### src/rtl/hamming_accum_if.sv
// rtl/hamming_accum_if.sv - operand-pair input and window-result output bundle for hamming_accum
interface hamming_accum_if #(
   parameter int WIDTH = 8,
   parameter int SUM_W = 16
);
   localparam int DIST_W = $clog2(WIDTH + 1);

   logic              in_valid;
   logic [WIDTH-1:0]  a;
   logic [WIDTH-1:0]  b;
   logic              out_valid;
   logic [SUM_W-1:0]  out_sum;
   logic [DIST_W-1:0] out_max;
   logic [15:0]       out_win;

   modport master (
      output in_valid, a, b,
      input  out_valid, out_sum, out_max, out_win
   );

   modport slave (
      input  in_valid, a, b,
      output out_valid, out_sum, out_max, out_win
   );
endinterface

### src/rtl/hamming_accum.sv
// rtl/hamming_accum.sv - windowed Hamming-distance accumulator; HAMMING_ACCUM_MAX_EN adds window-max tracking
module hamming_accum #(
   parameter int WIDTH  = 8,
   parameter int WINDOW = 8,
   parameter int SUM_W  = 16
) (
   input  logic          clk,
   input  logic          rst_n,
   hamming_accum_if.slave bus
);
   localparam int DIST_W = $clog2(WIDTH + 1);
   localparam int CNT_W  = $clog2(WINDOW + 1);
   localparam logic [CNT_W-1:0] LAST = CNT_W'(WINDOW - 1);
   localparam logic [SUM_W-1:0] SAT  = {SUM_W{1'b1}};

   typedef enum logic {IDLE, ACC} state_t;

   // stage 1: reduce
   logic              v1_q, v1_d;
   logic [DIST_W-1:0] d1_q, d1_d;
   logic [WIDTH-1:0]  diff;
   logic [DIST_W-1:0] pop;

   // stage 2: accumulate
   state_t            state_q, state_d;
   logic [SUM_W-1:0]  acc_q, acc_d;
   logic [CNT_W-1:0]  cnt_q, cnt_d;
   logic              done_q, done_d;
   logic [SUM_W-1:0]  done_sum_q, done_sum_d;
   logic [SUM_W-1:0]  acc_base;
   logic [SUM_W:0]    sum_ext;
   logic [SUM_W-1:0]  sum_sat;

   // stage 3: registered outputs
   logic              out_valid_q, out_valid_d;
   logic [SUM_W-1:0]  out_sum_q, out_sum_d;
   logic [15:0]       out_win_q, out_win_d;

`ifdef HAMMING_ACCUM_MAX_EN
   logic [DIST_W-1:0] mx_q, mx_d;
   logic [DIST_W-1:0] done_max_q, done_max_d;
   logic [DIST_W-1:0] out_max_q, out_max_d;
   logic [DIST_W-1:0] mx_base;
   logic [DIST_W-1:0] mx_new;
`endif

   // popcount of a^b by walking the bits; d1 holds its last value between pairs
   always_comb begin
      v1_d = bus.in_valid;
      d1_d = d1_q;
      diff = bus.a ^ bus.b;
      pop  = '0;
      for (int i = 0; i < WIDTH; i++) begin
         pop = pop + DIST_W'(diff[i]);
      end
      if (bus.in_valid) begin
         d1_d = pop;
      end
   end

   // window FSM: accumulate with saturation, emit the completed window and restart from IDLE
   always_comb begin
      state_d    = state_q;
      acc_d      = acc_q;
      cnt_d      = cnt_q;
      done_d     = 1'b0;
      done_sum_d = done_sum_q;
      acc_base   = (state_q == IDLE) ? '0 : acc_q;
      sum_ext    = {1'b0, acc_base} + (SUM_W + 1)'(d1_q);
      sum_sat    = sum_ext[SUM_W] ? SAT : sum_ext[SUM_W-1:0];
`ifdef HAMMING_ACCUM_MAX_EN
      mx_d       = mx_q;
      done_max_d = done_max_q;
      mx_base    = (state_q == IDLE) ? '0 : mx_q;
      mx_new     = (d1_q > mx_base) ? d1_q : mx_base;
`endif
      if (v1_q) begin
         if (cnt_q == LAST) begin
            done_d     = 1'b1;
            done_sum_d = sum_sat;
            acc_d      = '0;
            cnt_d      = '0;
            state_d    = IDLE;
`ifdef HAMMING_ACCUM_MAX_EN
            done_max_d = mx_new;
            mx_d       = '0;
`endif
         end else begin
            acc_d   = sum_sat;
            cnt_d   = cnt_q + CNT_W'(1);
            state_d = ACC;
`ifdef HAMMING_ACCUM_MAX_EN
            mx_d    = mx_new;
`endif
         end
      end
   end

   // output stage: one-cycle pulse, results held until the next window
   always_comb begin
      out_valid_d = done_q;
      out_sum_d   = out_sum_q;
      out_win_d   = out_win_q;
`ifdef HAMMING_ACCUM_MAX_EN
      out_max_d   = out_max_q;
`endif
      if (done_q) begin
         out_sum_d = done_sum_q;
         out_win_d = out_win_q + 16'd1;
`ifdef HAMMING_ACCUM_MAX_EN
         out_max_d = done_max_q;
`endif
      end
   end

   // state registers; reset discards any partial window and in-flight sample
   always_ff @(posedge clk) begin
      if (!rst_n) begin
         v1_q        <= 1'b0;
         d1_q        <= '0;
         state_q     <= IDLE;
         acc_q       <= '0;
         cnt_q       <= '0;
         done_q      <= 1'b0;
         done_sum_q  <= '0;
         out_valid_q <= 1'b0;
         out_sum_q   <= '0;
         out_win_q   <= '0;
`ifdef HAMMING_ACCUM_MAX_EN
         mx_q        <= '0;
         done_max_q  <= '0;
         out_max_q   <= '0;
`endif
      end else begin
         v1_q        <= v1_d;
         d1_q        <= d1_d;
         state_q     <= state_d;
         acc_q       <= acc_d;
         cnt_q       <= cnt_d;
         done_q      <= done_d;
         done_sum_q  <= done_sum_d;
         out_valid_q <= out_valid_d;
         out_sum_q   <= out_sum_d;
         out_win_q   <= out_win_d;
`ifdef HAMMING_ACCUM_MAX_EN
         mx_q        <= mx_d;
         done_max_q  <= done_max_d;
         out_max_q   <= out_max_d;
`endif
      end
   end

   assign bus.out_valid = out_valid_q;
   assign bus.out_sum   = out_sum_q;
   assign bus.out_win   = out_win_q;
`ifdef HAMMING_ACCUM_MAX_EN
   assign bus.out_max   = out_max_q;
`else
   assign bus.out_max   = '0;
`endif
endmodule

### src/flat_wrapper.sv
// flat-port wrapper written by rule: the top's interface ports become plain ports
module hamming_accum_flat 
#(
   parameter int WIDTH  = 8,
   parameter int WINDOW = 8,
   parameter int SUM_W  = 16
)
  (clk, rst_n, bus_in_valid, bus_a, bus_b, bus_out_valid, bus_out_sum, bus_out_max, bus_out_win);
  hamming_accum_if #(.WIDTH(WIDTH), .SUM_W(SUM_W)) bus_i ();
  input  logic clk;
  input  logic rst_n;
  input wire logic [$bits(bus_i.in_valid)-1:0] bus_in_valid;
  input wire logic [$bits(bus_i.a)-1:0] bus_a;
  input wire logic [$bits(bus_i.b)-1:0] bus_b;
  output wire logic [$bits(bus_i.out_valid)-1:0] bus_out_valid;
  output wire logic [$bits(bus_i.out_sum)-1:0] bus_out_sum;
  output wire logic [$bits(bus_i.out_max)-1:0] bus_out_max;
  output wire logic [$bits(bus_i.out_win)-1:0] bus_out_win;
  assign bus_i.in_valid = bus_in_valid;
  assign bus_i.a = bus_a;
  assign bus_i.b = bus_b;
  assign bus_out_valid = bus_i.out_valid;
  assign bus_out_sum = bus_i.out_sum;
  assign bus_out_max = bus_i.out_max;
  assign bus_out_win = bus_i.out_win;
  hamming_accum #(.WIDTH(WIDTH), .WINDOW(WINDOW), .SUM_W(SUM_W)) u_core (.clk(clk), .rst_n(rst_n), .bus(bus_i));
endmodule
### config.mk
export PLATFORM = sky130hd
export DESIGN_NAME = hamming_accum_flat
export DESIGN_NICKNAME = d
export VERILOG_FILES = /design/src/rtl/hamming_accum_if.sv /design/src/rtl/hamming_accum.sv /design/src/flat_wrapper.sv
export SDC_FILE = /design/constraint.sdc
export NUM_CORES = 1
export LEC_CHECK = 0
export CELL_PAD_IN_SITES_DETAIL_PLACEMENT = 1
export CELL_PAD_IN_SITES_GLOBAL_PLACEMENT = 1
export CORE_MARGIN = 2
export CORE_UTILIZATION = 25
export DETAILED_ROUTE_END_ITERATION = 7
export GPL_TIMING_DRIVEN = 0
export PLACE_DENSITY = 0.5
export SYNTH_ARGS = -nofsm -noshare
export SYNTH_HDL_FRONTEND = slang
export SYNTH_SLANG_ARGS = --single-unit
### constraint.sdc
create_clock -name clk -period 8.18 [get_ports clk]
set_input_delay 1.636 -clock clk [delete_from_list [all_inputs] [get_ports clk]]
set_output_delay 1.636 -clock clk [all_outputs]
set_load 0.005 [all_outputs]
==> impl_metrics.py <==
metrics = {
    "critical_path": {
        "arrival_ns": 4.84,
        "cp_top_family": "adder cells",
        "timing.rr.start": "u_core.state_q",
        "cp_num_buf_inv": 4,
        "r2r_setup_slack_ns": 4.94,
        "worst_path_max_delay_cell": "fa_1",
        "crit_path_max_incr_delay_ns": 0.54,
        "cp-startpoint": "bus_b[0]",
        "critPathKind": "input port to flip-flop",
        "critPathRequiredTime_ns": 8.46,
        "timing.critical_path.mode_cell": "fa_1",
        "crit_chain": "clkdlybuf4s50_1 -> xor2_1 -> ha_1 -> fa_1 -> inv_1 -> fa_1 -> inv_1 -> fa_1 -> inv_1 -> fa_1 -> nand2_1 -> o211a_1",
        "end_kind": "flip-flop",
        "worst_setup_path_start_kind": "input port",
        "worstPathMaxFanout": 2,
    },
    "grt": {
        "grt_pass1_wl_microns": 15700,
        "antenna_found_initial": 0,
        "grt_overflow": 0,
        "track_usage_pct": 12.6,
        "grt_pass1_vias": 3028,
        "grt_max_degree": 14,
    },
    "synth": {
        "synth-edff-count": 0,
        "synth_area_leaders": "dfxtp_1, nand2_1, mux2i_1",
        "yosysTopAreaCellShare_pct": 41.2,
        "async_flop_share_pct": 0,
        "ys_seq_elements": 76,
        "synthDistinctLibCells": 48,
        "yosysTopAreaCell": "dfxtp_1",
        "yosys_warnings": 0,
        "seq_area_frac_synth_pct": 41.2,
        "syn_area_sq_um": 3690,
        "synth.avg_cell_area_sq_um": 9.16,
        "netlist_instances": 403,
        "synthFlopType": "dfxtp_1",
    },
    "detailed_routing": {
        "ant_nets": 0,
        "drtIter0Drc": 146,
        "viasPerCell": 4.53,
        "met2_length_microns": 4200,
        "num_vias": 2972,
        "wl_met3_microns": 363,
        "highest_layer": "met4",
        "drc_errors": 0,
        "wl_per_cell_microns": 14.3,
        "firstDrtPassIters": 4,
        "met1_length_microns": 4720,
        "wirelength_microns": 9360,
    },
    "floorplan": {
        "rows": 44,
        "die-area_sq_um": 15700,
        "dieWidth_microns": 125,
        "core_sq_um": 14500,
        "die_h_microns": 125,
        "start_util_pct": 25.5,
        "design.portCount": 56,
    },
    "sta": {
        "layout_min_cycle_time_ns": 4.57,
        "finalSetupTns_ns": 0,
        "fin_crit_sh_pct": 55.8,
        "slew_viol_final": 0,
        "hold_violations": 0,
        "worst_slack_ns": 3.61,
        "worst-slew-pin-transition_ns": 0.713,
        "fin_skew_ns": 0.00914,
        "rsz0062_at_grt": "false",
        "finalSetupViolCount": 0,
        "relSlewSlack_pct": 52.5,
        "fmax_ghz": 0.219,
        "hold_ws_ns": 0.445,
    },
    "cts": {
        "insertion_delay_ns": 0.33,
        "cts-root-buf": "clkbuf_16",
        "cts-buffers-inserted": 9,
        "cts_sinks": 76,
        "tritoncts": "done",
        "hold_buffers": 0,
        "path_clk_slew_ns": 0.06,
        "clk_path_buf_depth": 2,
        "cts_resized": 0,
        "cts_setup_buffers": 0,
        "htree_levels": 3,
    },
    "power": {
        "fin_total_pwr_uw": 865,
        "power_density_nw_per_um2": 183,
        "p_leak_uw": 0.00175,
        "vdd_ir_drop_max_mv": 0.0886,
    },
    "layout": {
        "syn2layout_area_growth_pct": 28.0,
        "nNetsFinal": 500,
        "utilization_pct": 32.6,
        "drive_above_1_share_pct": 5.72,
        "n_antenna_cell": 0,
    },
    "placed_design": {
        "port_buffers": 50,
        "hpwl_microns": 7100,
        "place_congestion": 0.746,
        "pre_cts_slack_ns": 3.22,
    },
    "flow_run": {
        "drv_cap": 0,
    },
    "hold_path": {
        "worstHoldStart": "u_core.done_sum_q[5]",
        "hp-class": "flip-flop to flip-flop",
    },
    "status": {
        "run_status": "finished, final reports clean",
    },
}
==> logic make-up after synthesis <==
group,after synthesis,share of synthesized area [%]
AOI/OAI and AO/OA,68,12.7
xor gates and xnor gates,33,7.83
adders and majority gates,14,5.76
buffers and inverters,37,4.58
DFF,76,41.2
muxes,21,5.70
other,1,0.102
and+or+nand+nor,153,22.1
==> per-layer routing <==
metal / GRT usage, % / up-vias
met5: 0 / -
met4: 3.99 / 0
met3: 2.91 / 4
met2: 19.5 / 50
met1: 17.3 / 1420
li1: - / 1498
==> final cells by class <==
class	instances	area, sq um
multi-input cells	293	2010
clock buffers	9	225
flip-flops and latches	76	1520
plain buffers	25	124
well taps	184	230
fillers	1681	9750
repair buffers	50	500
inverters	12	45.0
clock inverters	7	67.6
==> worst min-delay path: stages, from the launching register on <==
cell,delay (ns)
dfxtp_1,0.31
nand2_1,0.05
nand2_1,0.04
==> worst paths after layout <==
kind | cells past startpoint | endpoint
worst max-delay path | 12 | u_core.d1_q[1]
worst min-delay path | 2 | u_core.done_sum_q[5]
worst max register to register | 12 | u_core.acc_q[3]
worst min register to register | 2 | u_core.done_sum_q[5]
==> placed cells by master, fill, tap and decap left out, types with 12 or more instances in the layout <==
cell type,count
and2_1,23
clkbuf_1,15
clkdlybuf4s50_1,50
dfxtp_1,76
inv_1,12
mux2i_1,21
nand2_1,57
nor2b_1,25
o21ai_0,21
xnor2_1,15
xor2_1,18
==> sequential cells by signal, indices dropped and copies added, names as in the netlist <==
| name | count |
|---|---|
| u_core.done_sum_q | 16 |
| u_core.state_q | 1 |
| u_core.v1_q | 1 |
| u_core.bus.out_win | 16 |
| u_core.bus.out_valid | 1 |
| u_core.cnt_q | 4 |
| u_core.acc_q | 16 |
| u_core.bus.out_sum | 16 |
| u_core.done_q | 1 |
| u_core.d1_q | 4 |
==> synth_stat cells (2+ instances only) <==
cell type  count
a21oi_1        7
dfxtp_1       76
xnor2_1       15
a31oi_1        3
clkbuf_1      15
buf_4          6
nor2_1         9
a21boi_0       6
o21bai_1       2
ha_1           9
buf_1          3
nand4_1        9
xor2_1        18
and4_1         4
nor2b_1       25
nand2_1       57
o21ai_1        4
and3_1         4
nand3_1        8
nor3_1         5
or3_1          3
o21ai_0       21
a2111oi_0      2
o211ai_1       6
o22ai_1        2
o311a_1        2
a32o_1         4
inv_1         12
mux2i_1       21
fa_1           5
and2_1        23
==> report_power, final <==
part / leakage [uW] / total (uW) / internal, uW / switching, uW
combinational: 0.000984 / 88.0 / 41.1 / 46.9
clock: 0.000149 / 395 / 235 / 160
sequential: 0.000613 / 382 / 377 / 4.94
total: 0.00175 / 865 / 653 / 211
==> metrics by stage <==
step,instance area (sq um),cells
6_report,4720,656
5_1_grt,4720,656
4_1_cts,4720,656
3_5_place_dp,4430,640
3_3_place_gp,4430,640
2_1_floorplan,3700,406
(Power assumes the default switching activity.)
==> variant 1 (same flow settings) <==
Add a define of `HAMMING_ACCUM_MAX_EN`.
--- a/src/rtl/hamming_accum.sv
+++ b/src/rtl/hamming_accum.sv
@@ -1,4 +1,6 @@
 // rtl/hamming_accum.sv - windowed Hamming-distance accumulator; HAMMING_ACCUM_MAX_EN adds window-max tracking
+`define HAMMING_ACCUM_MAX_EN
+
 module hamming_accum #(
    parameter int WIDTH  = 8,
    parameter int WINDOW = 8,
Function: same outputs for any inputs over 10 cycles, from zero or initial values and one cycle with rst_n low; that may be too few to reach the edited logic, so the function may still have changed.
==> variant 1 against the unedited design <==
- routed wire length grew 20%
- via count grew 16%
- design area rose by 9.5%
- synthesized cell count is 11% higher
- critical path type unchanged
- setup slack got worse by 0.020 ns
- register-to-register slack improved by 0.15 ns
- area after synthesis is 10% higher
- cell count is 12% higher
- fmax is 0.44% lower
- combinational power grew 30%
- sequential cell count rose by 12
- critical endpoint unchanged
- total power increased by 12%
==> variant 1: results (changes against the unedited design) <==
** Placed design
- The pre-CTS setup slack was 3.20 ns (was 3.22 ns).
- The half-perimeter wire length after detailed placement came to 8500 um (was 7100 um).
- Weighted congestion at the end of routability-driven global placement :: 0.750 (was 0.746)
- The number of cells after detailed placement is 718 (was 640).
- The number of buffers inserted by port buffering was 54 (was 50).

** Synth
- Number of distinct library cells after synthesis :: 48 (unchanged)
- Top area cells in the synthesized netlist :: dfxtp_1, mux2i_1, nor2_1 (was dfxtp_1, nand2_1, mux2i_1)
- Count of mapped cells out of synthesis :: 448 (was 403)
- The cell taking the most area after synthesis was dfxtp_1 (unchanged).
- The post-synthesis sequential area ratio came to 0.433 (was 0.412).
- Top post-synthesis cells by count: dfxtp_1, nor2_1, nand2_1, o21ai_0, mux2i_1 (was dfxtp_1, nand2_1, nor2b_1, and2_1).
- The async set-reset flop share out of synthesis is 0 (unchanged).

** Cells and area
- The count of nets after finishing was 550 (was 500).
- The number of inserted diodes came to 0 (unchanged).
- Fraction of final layout cells sized beyond drive strength 1 :: 0.0579 (was 0.0572)
- The number of inserted filler cells in the final layout is 1888 (was 1681).

** Routing
- Sum of routed wire length over all layers :: 11200 um (was 9360 um)
- The via density per instance is 4.70 (was 4.53).
- The violation count after the first detailed-routing iteration came to 119 (was 146).
- Wire length per cell after detailed routing :: 15.3 um (was 14.3 um)

** CTS
- Clock Pin Slew Worst Setup and Hold Paths :: 0.06 ns (about the same)
- The clock root buffer was clkbuf_16 (unchanged).
- At the later pin of the worst-skew pair, clock insertion delay measures 0.34 ns.

** Critical path
- Register-to-Register Setup Slack :: 5.09 ns (was 4.94 ns)
- The cell depth of the worst flop-to-flop path came to 10 (was 12).
- The source of the critical timing path is bus_a[1] (was bus_b[0]).
- Top fanout value on the critical path :: 2 (unchanged)
- Kind of cell adding the most delay to the critical path :: adder cells (unchanged)
- Data arrival time of the critical path :: 4.85 ns (was 4.84 ns)
- Endpoint of the most critical register-to-register path :: u_core.acc_q[9] (was u_core.acc_q[3])

** GRT
- The wire length of the first global-routing pass came to 18500 um (was 15700 um).
- The global routing met2 resource utilization is 0.210 (was 0.195).
- The number of global-route vias before repair was 3403 (was 3028).
- Met3 track demand over resource :: 0.0235 (was 0.0291)
- Aggregate global-route resource usage :: 0.135 (was 0.126)
- The largest net degree at the start of global routing was 15 (was 14).
- Met1 GRT Util :: 0.182 (was 0.173)

** Timing
- Transition time at the pin with the least slew margin :: 0.808 ns (was 0.713 ns)
- The period utilization is 0.561 (was 0.558).
- Layout Skew :: 0.00458 ns (was 0.00914 ns)

** Power and ir drop
- The internal power summed over all cells is 722 uW (was 653 uW).
- The leakage power came to 0.00193 uW (was 0.00175 uW).
- The maximum ir drop on the vdd rail was 0.0932 mV (was 0.0886 mV).

** Status
- Result of the run :: finished clean (unchanged)

** Min path
- The path category of the worst min-delay check is reg2reg (unchanged).
-- variant 1: area by class of cell --
| class | count | area, um^2 | share of cell area |
|---|---|---|---|
| Multi-Input combinational cell | 324 | 2140 | 0.414 |
| Sequential cell | 88 | 1760 | 0.341 |
| Inverter | 15 | 56.3 | 0.0109 |
| Clock inverter | 6 | 60.1 | 0.0116 |
| Buffer | 21 | 114 | 0.0220 |
| Timing Repair Buffer | 54 | 541 | 0.104 |
| Clock buffer | 10 | 229 | 0.0443 |
| Tap cell | 216 | 270 | 0.0522 |
-- variant 1: worst min path at each step --
stage / start / endpoint / slack, ns / cells past startpoint
final: u_core.done_sum_q[1] / u_core.done_sum_q[1] / 0.44 / 2
after global routing: u_core.done_sum_q[1] / u_core.done_sum_q[1] / 0.46 / 2
after CTS: u_core.done_sum_q[1] / u_core.done_sum_q[1] / 0.45 / 2
after detailed placement: u_core.done_sum_q[1] / u_core.done_sum_q[1] / 0.44 / 2
after global placement: u_core.done_sum_q[1] / u_core.done_sum_q[1] / 0.44 / 2
after floorplan: u_core.acc_q[3] / u_core.acc_q[3] / 0.42 / 2
-- variant 1: power groups by stage --
stage               Combinational, uW  Sequential [uW]  Clock [uW]
floorplan                        81.5              452           0
global placement                  115              456           0
detailed placement                117              456           0
CTS                               118              446         424
global route                      132              447         442
finish                            114              446         410
-- variant 1: through the flow --
stage	instance area [um^2]	util
2_1_floorplan	4070	-
5_1_grt	5170	0.326
3_3_place_gp	4880	0.307
4_1_cts	5170	0.326
3_5_place_dp	4880	0.307
6_report	5170	0.326
-- variant 1: metal layers --
layer / up-vias / wire length, um
li1: 1699 / -
met5: - / 0
met4: 0 / 235
met3: 13 / 263
met2: 50 / 5050
met1: 1686 / 5670
-- variant 1: cells by family after synthesis --
| kind of cell | count (synthesis) | synth area share |
|---|---|---|
| XOR/XNOR | 29 | 0.0624 |
| multiplexers | 30 | 0.0747 |
| flip-flops | 88 | 0.433 |
| AO/OA/AOI/OAI | 88 | 0.138 |
| AND/OR/NAND/NOR | 159 | 0.186 |
| buffers and inverters | 36 | 0.0418 |
| adder cells (fa/ha/maj) | 18 | 0.0645 |
-- variant 1: tightest hold or removal path, cell delays in order, from the launching register on --
cell,delay (ns)
dfxtp_1,0.31
nand2_1,0.05
nand2_1,0.04
==> variant 2 (config.mk and constraints unchanged) <==
Without the edit above. Take the reset off `d1_q`, `done_sum_q` and `out_sum_q` and load them in a clocked block of their own.
--- a/src/rtl/hamming_accum.sv
+++ b/src/rtl/hamming_accum.sv
@@ -117,14 +117,11 @@
    always_ff @(posedge clk) begin
       if (!rst_n) begin
          v1_q        <= 1'b0;
-         d1_q        <= '0;
          state_q     <= IDLE;
          acc_q       <= '0;
          cnt_q       <= '0;
          done_q      <= 1'b0;
-         done_sum_q  <= '0;
          out_valid_q <= 1'b0;
-         out_sum_q   <= '0;
          out_win_q   <= '0;
 `ifdef HAMMING_ACCUM_MAX_EN
          mx_q        <= '0;
@@ -133,14 +130,11 @@
 `endif
       end else begin
          v1_q        <= v1_d;
-         d1_q        <= d1_d;
          state_q     <= state_d;
          acc_q       <= acc_d;
          cnt_q       <= cnt_d;
          done_q      <= done_d;
-         done_sum_q  <= done_sum_d;
          out_valid_q <= out_valid_d;
-         out_sum_q   <= out_sum_d;
          out_win_q   <= out_win_d;
 `ifdef HAMMING_ACCUM_MAX_EN
          mx_q        <= mx_d;
@@ -148,6 +142,12 @@
          out_max_q   <= out_max_d;
 `endif
       end
+   end
+
+   always_ff @(posedge clk) begin
+      d1_q       <= d1_d;
+      done_sum_q <= done_sum_d;
+      out_sum_q  <= out_sum_d;
    end
 
    assign bus.out_valid = out_valid_q;
Check against the original RTL: no difference found for any inputs over 10 cycles, from zero or initial values and one cycle with rst_n low; that may be too few to reach the edited logic, so the function may still have changed.
==> variant 2 against the unedited design <==
- routed wire length decreased by 10%
- area after synthesis fell by 4.1%
- setup slack better by 0.11 ns
- cell count shrank 11%
- total power rose by 1.0%
- count of clock-buffer cells in the layout increased by 2
- sequential cell count did not move
- design area down 3.2%
- critical endpoint is now u_core.d1_q[1]
==> variant 2: results (changes against the unedited design) <==
** Critical path
- The highest fanout seen on the critical path was 2 (unchanged).
- The data arrival time at the worst-slack endpoint was 4.67 ns (was 4.84 ns).
- The cell with the biggest individual delay on the critical path is fa_1 (unchanged).
- Largest stage delay on the critical path :: 0.53 ns

** Cells and area
- Antenna Cells :: 0 (unchanged)
- The layout cell share with drive strength beyond 1 is 0.0714 (was 0.0572).
- Number of nets in the final layout :: 434 (was 500)
- Number of inserted filler cells in the final layout :: 1555 (was 1681)

** GRT
- Met2 demand-to-capacity share in global routing :: 0.188 (was 0.195)
- The wire length of the first global-routing pass is 13500 um (was 15700 um).
- Vias in the first global route :: 2631 (was 3028)
- Aggregate global-route resource usage :: 0.120 (was 0.126)
- The global routing usage on met1 is 0.159 (was 0.173).
- Pin count of the biggest net entering global routing :: 23 (was 14)
- The initial antenna violation count is 0 (unchanged).
- The met3 capacity usage during global routing is 0.0203 (was 0.0291).

** Timing
- The post-route clock skew came to 0.00639 ns (was 0.00914 ns).
- Slew HR :: 0.350 (was 0.525)

** Power and ir drop
- Sw Share :: 0.238 (was 0.245)
- The maximum ir drop on the vdd rail was 0.0957 mV (was 0.0886 mV).
- The leakage power came to 0.00168 uW (was 0.00175 uW).

** Placed design
- The number of buffers inserted by port buffering was 51 (was 50).
- Placed Area :: 4300 um^2 (was 4430 um^2)
- The pre-CTS setup slack was 3.34 ns (was 3.22 ns).
- Weighted congestion at the end of routability-driven global placement :: 0.841 (was 0.746)
- The half-perimeter wire length after detailed placement is 6170 um (was 7100 um).

** CTS
- H-tree levels :: 3 (unchanged)
- Total setup buffers inserted after CTS :: 0 (unchanged)
- Clock Pin Slew Worst Setup and Hold Paths :: 0.06 ns (about the same)
- Clk buf depth :: 2 (unchanged)
- For the worst-skew pair, the clock arrives at the later sink with an insertion delay of 0.34 ns.
- Root Driver :: clkbuf_16 (unchanged)
- Number of resized instances in the post-cts repair step :: 0 (unchanged)
- Clock buffer count from CTS :: 9 (unchanged)

** Synth
- The count of flip-flops with a built-in enable after synthesis is 36 (was 0).
- Most instantiated flip-flop cell in the synthesis netlist :: dfxtp_1 (unchanged)
- Top area cells in the synthesized netlist :: edfxtp_1, dfxtp_1, nand2_1 (was dfxtp_1, nand2_1, mux2i_1)
- The post-synthesis sequential area ratio came to 0.532 (was 0.412).
- Proportion of synthesized flip-flops having asynchronous set or reset :: 0 (unchanged)
- Top post-synthesis cells by count: nand2_1, dfxtp_1, edfxtp_1, nor2_1, a21oi_1 (was dfxtp_1, nand2_1, nor2b_1, and2_1).
- Synth warnings :: 0 (unchanged)
- Number of distinct library cells after synthesis :: 47 (was 48)

** Status
- Result of the run :: finished clean (unchanged)

** Routing
- The post-detailed-route wirelength per cell came to 14.3 um (about the same).
- First DRT Iteration DRCs :: 172 (was 146)
- The first-pass detailed-route iteration total was 4 (unchanged).
- The via density per instance was 4.52 (was 4.53).

** Min path
- The path category of the worst min-delay check is reg2reg (unchanged).
==> variant 2: cell types whose count changed after synthesis, moves of 12 or more <==
cell / before / now
dfxtp_1: 76 / 40
edfxtp_1: 0 / 36
nor2b_1: 25 / 2
nor2_1: 9 / 31
mux2i_1: 21 / 3
nand2_1: 57 / 41
and2_1: 23 / 11
==> variant 2: metrics by stage <==
stage                     hold slack (ns)  std cells  total power [uW]   util
final                               0.417        586               873  0.331
after global routing                0.426        586               921  0.331
after CTS                           0.419        586               889  0.331
after detailed placement            0.406        570               519  0.311
after global placement              0.401        569               516  0.310
after floorplan                     0.400        338               489      -
==> variant 2: layer usage <==
metal,wire length [um],share of wire,vias up
li1,-,-,1313
met1,4050,0.48,1270
met2,3840,0.46,51
met3,345,0.041,13
met4,167,0.020,0
met5,0,0,-
==> variant 2: worst paths after layout <==
kind / to / slack [ns] / start / cells after the start
max: u_core.d1_q[1] / 3.72 / bus_b[0] / 11
min: u_core.bus.out_sum[11] / 0.42 / u_core.done_sum_q[11] / 0
max reg2reg: u_core.acc_q[10] / 4.64 / u_core.state_q / 10
min reg2reg: u_core.bus.out_sum[11] / 0.42 / u_core.done_sum_q[11] / 0
==> variant 2: cell type report <==
cell class	instances	area, um^2	area share
sequential	76	1880	0.411
clock inverter	5	28.8	0.00629
clock buffer	11	243	0.0531
multi-input combinational	237	1560	0.341
timing repair buffer	52	526	0.115
buffer	11	56.3	0.0123
tap	180	225	0.0492
inverter	14	52.6	0.0115
==> variant 2: worst max-delay path: cells and delay by family <==
family | cells | cell delay, ns
adders and majority gates | 5 | 2.20
xor gates and xnor gates | 1 | 0.17
buffers and inverters | 5 | 0.66
==> variant 2: logic make-up after synthesis <==
family	count (synthesis)	synth area share
AOI/OAI and AO/OA	54	0.0966
xor gates and xnor gates	31	0.0768
adders and majority gates	14	0.0601
buffers and inverters	25	0.0308
DFF	76	0.532
muxes	4	0.0117
other	1	0.00106
and+or+nand+nor	130	0.191
==> variant 2: power groups by stage <==
stage               sequential (uW)  clock, uW  combinational (uW)
global route                    420        395                 105
CTS                             419        378                91.3
finish                          419        365                88.7
floorplan                       426          0                62.8
global placement                427          0                89.2
detailed placement              428          0                91.0
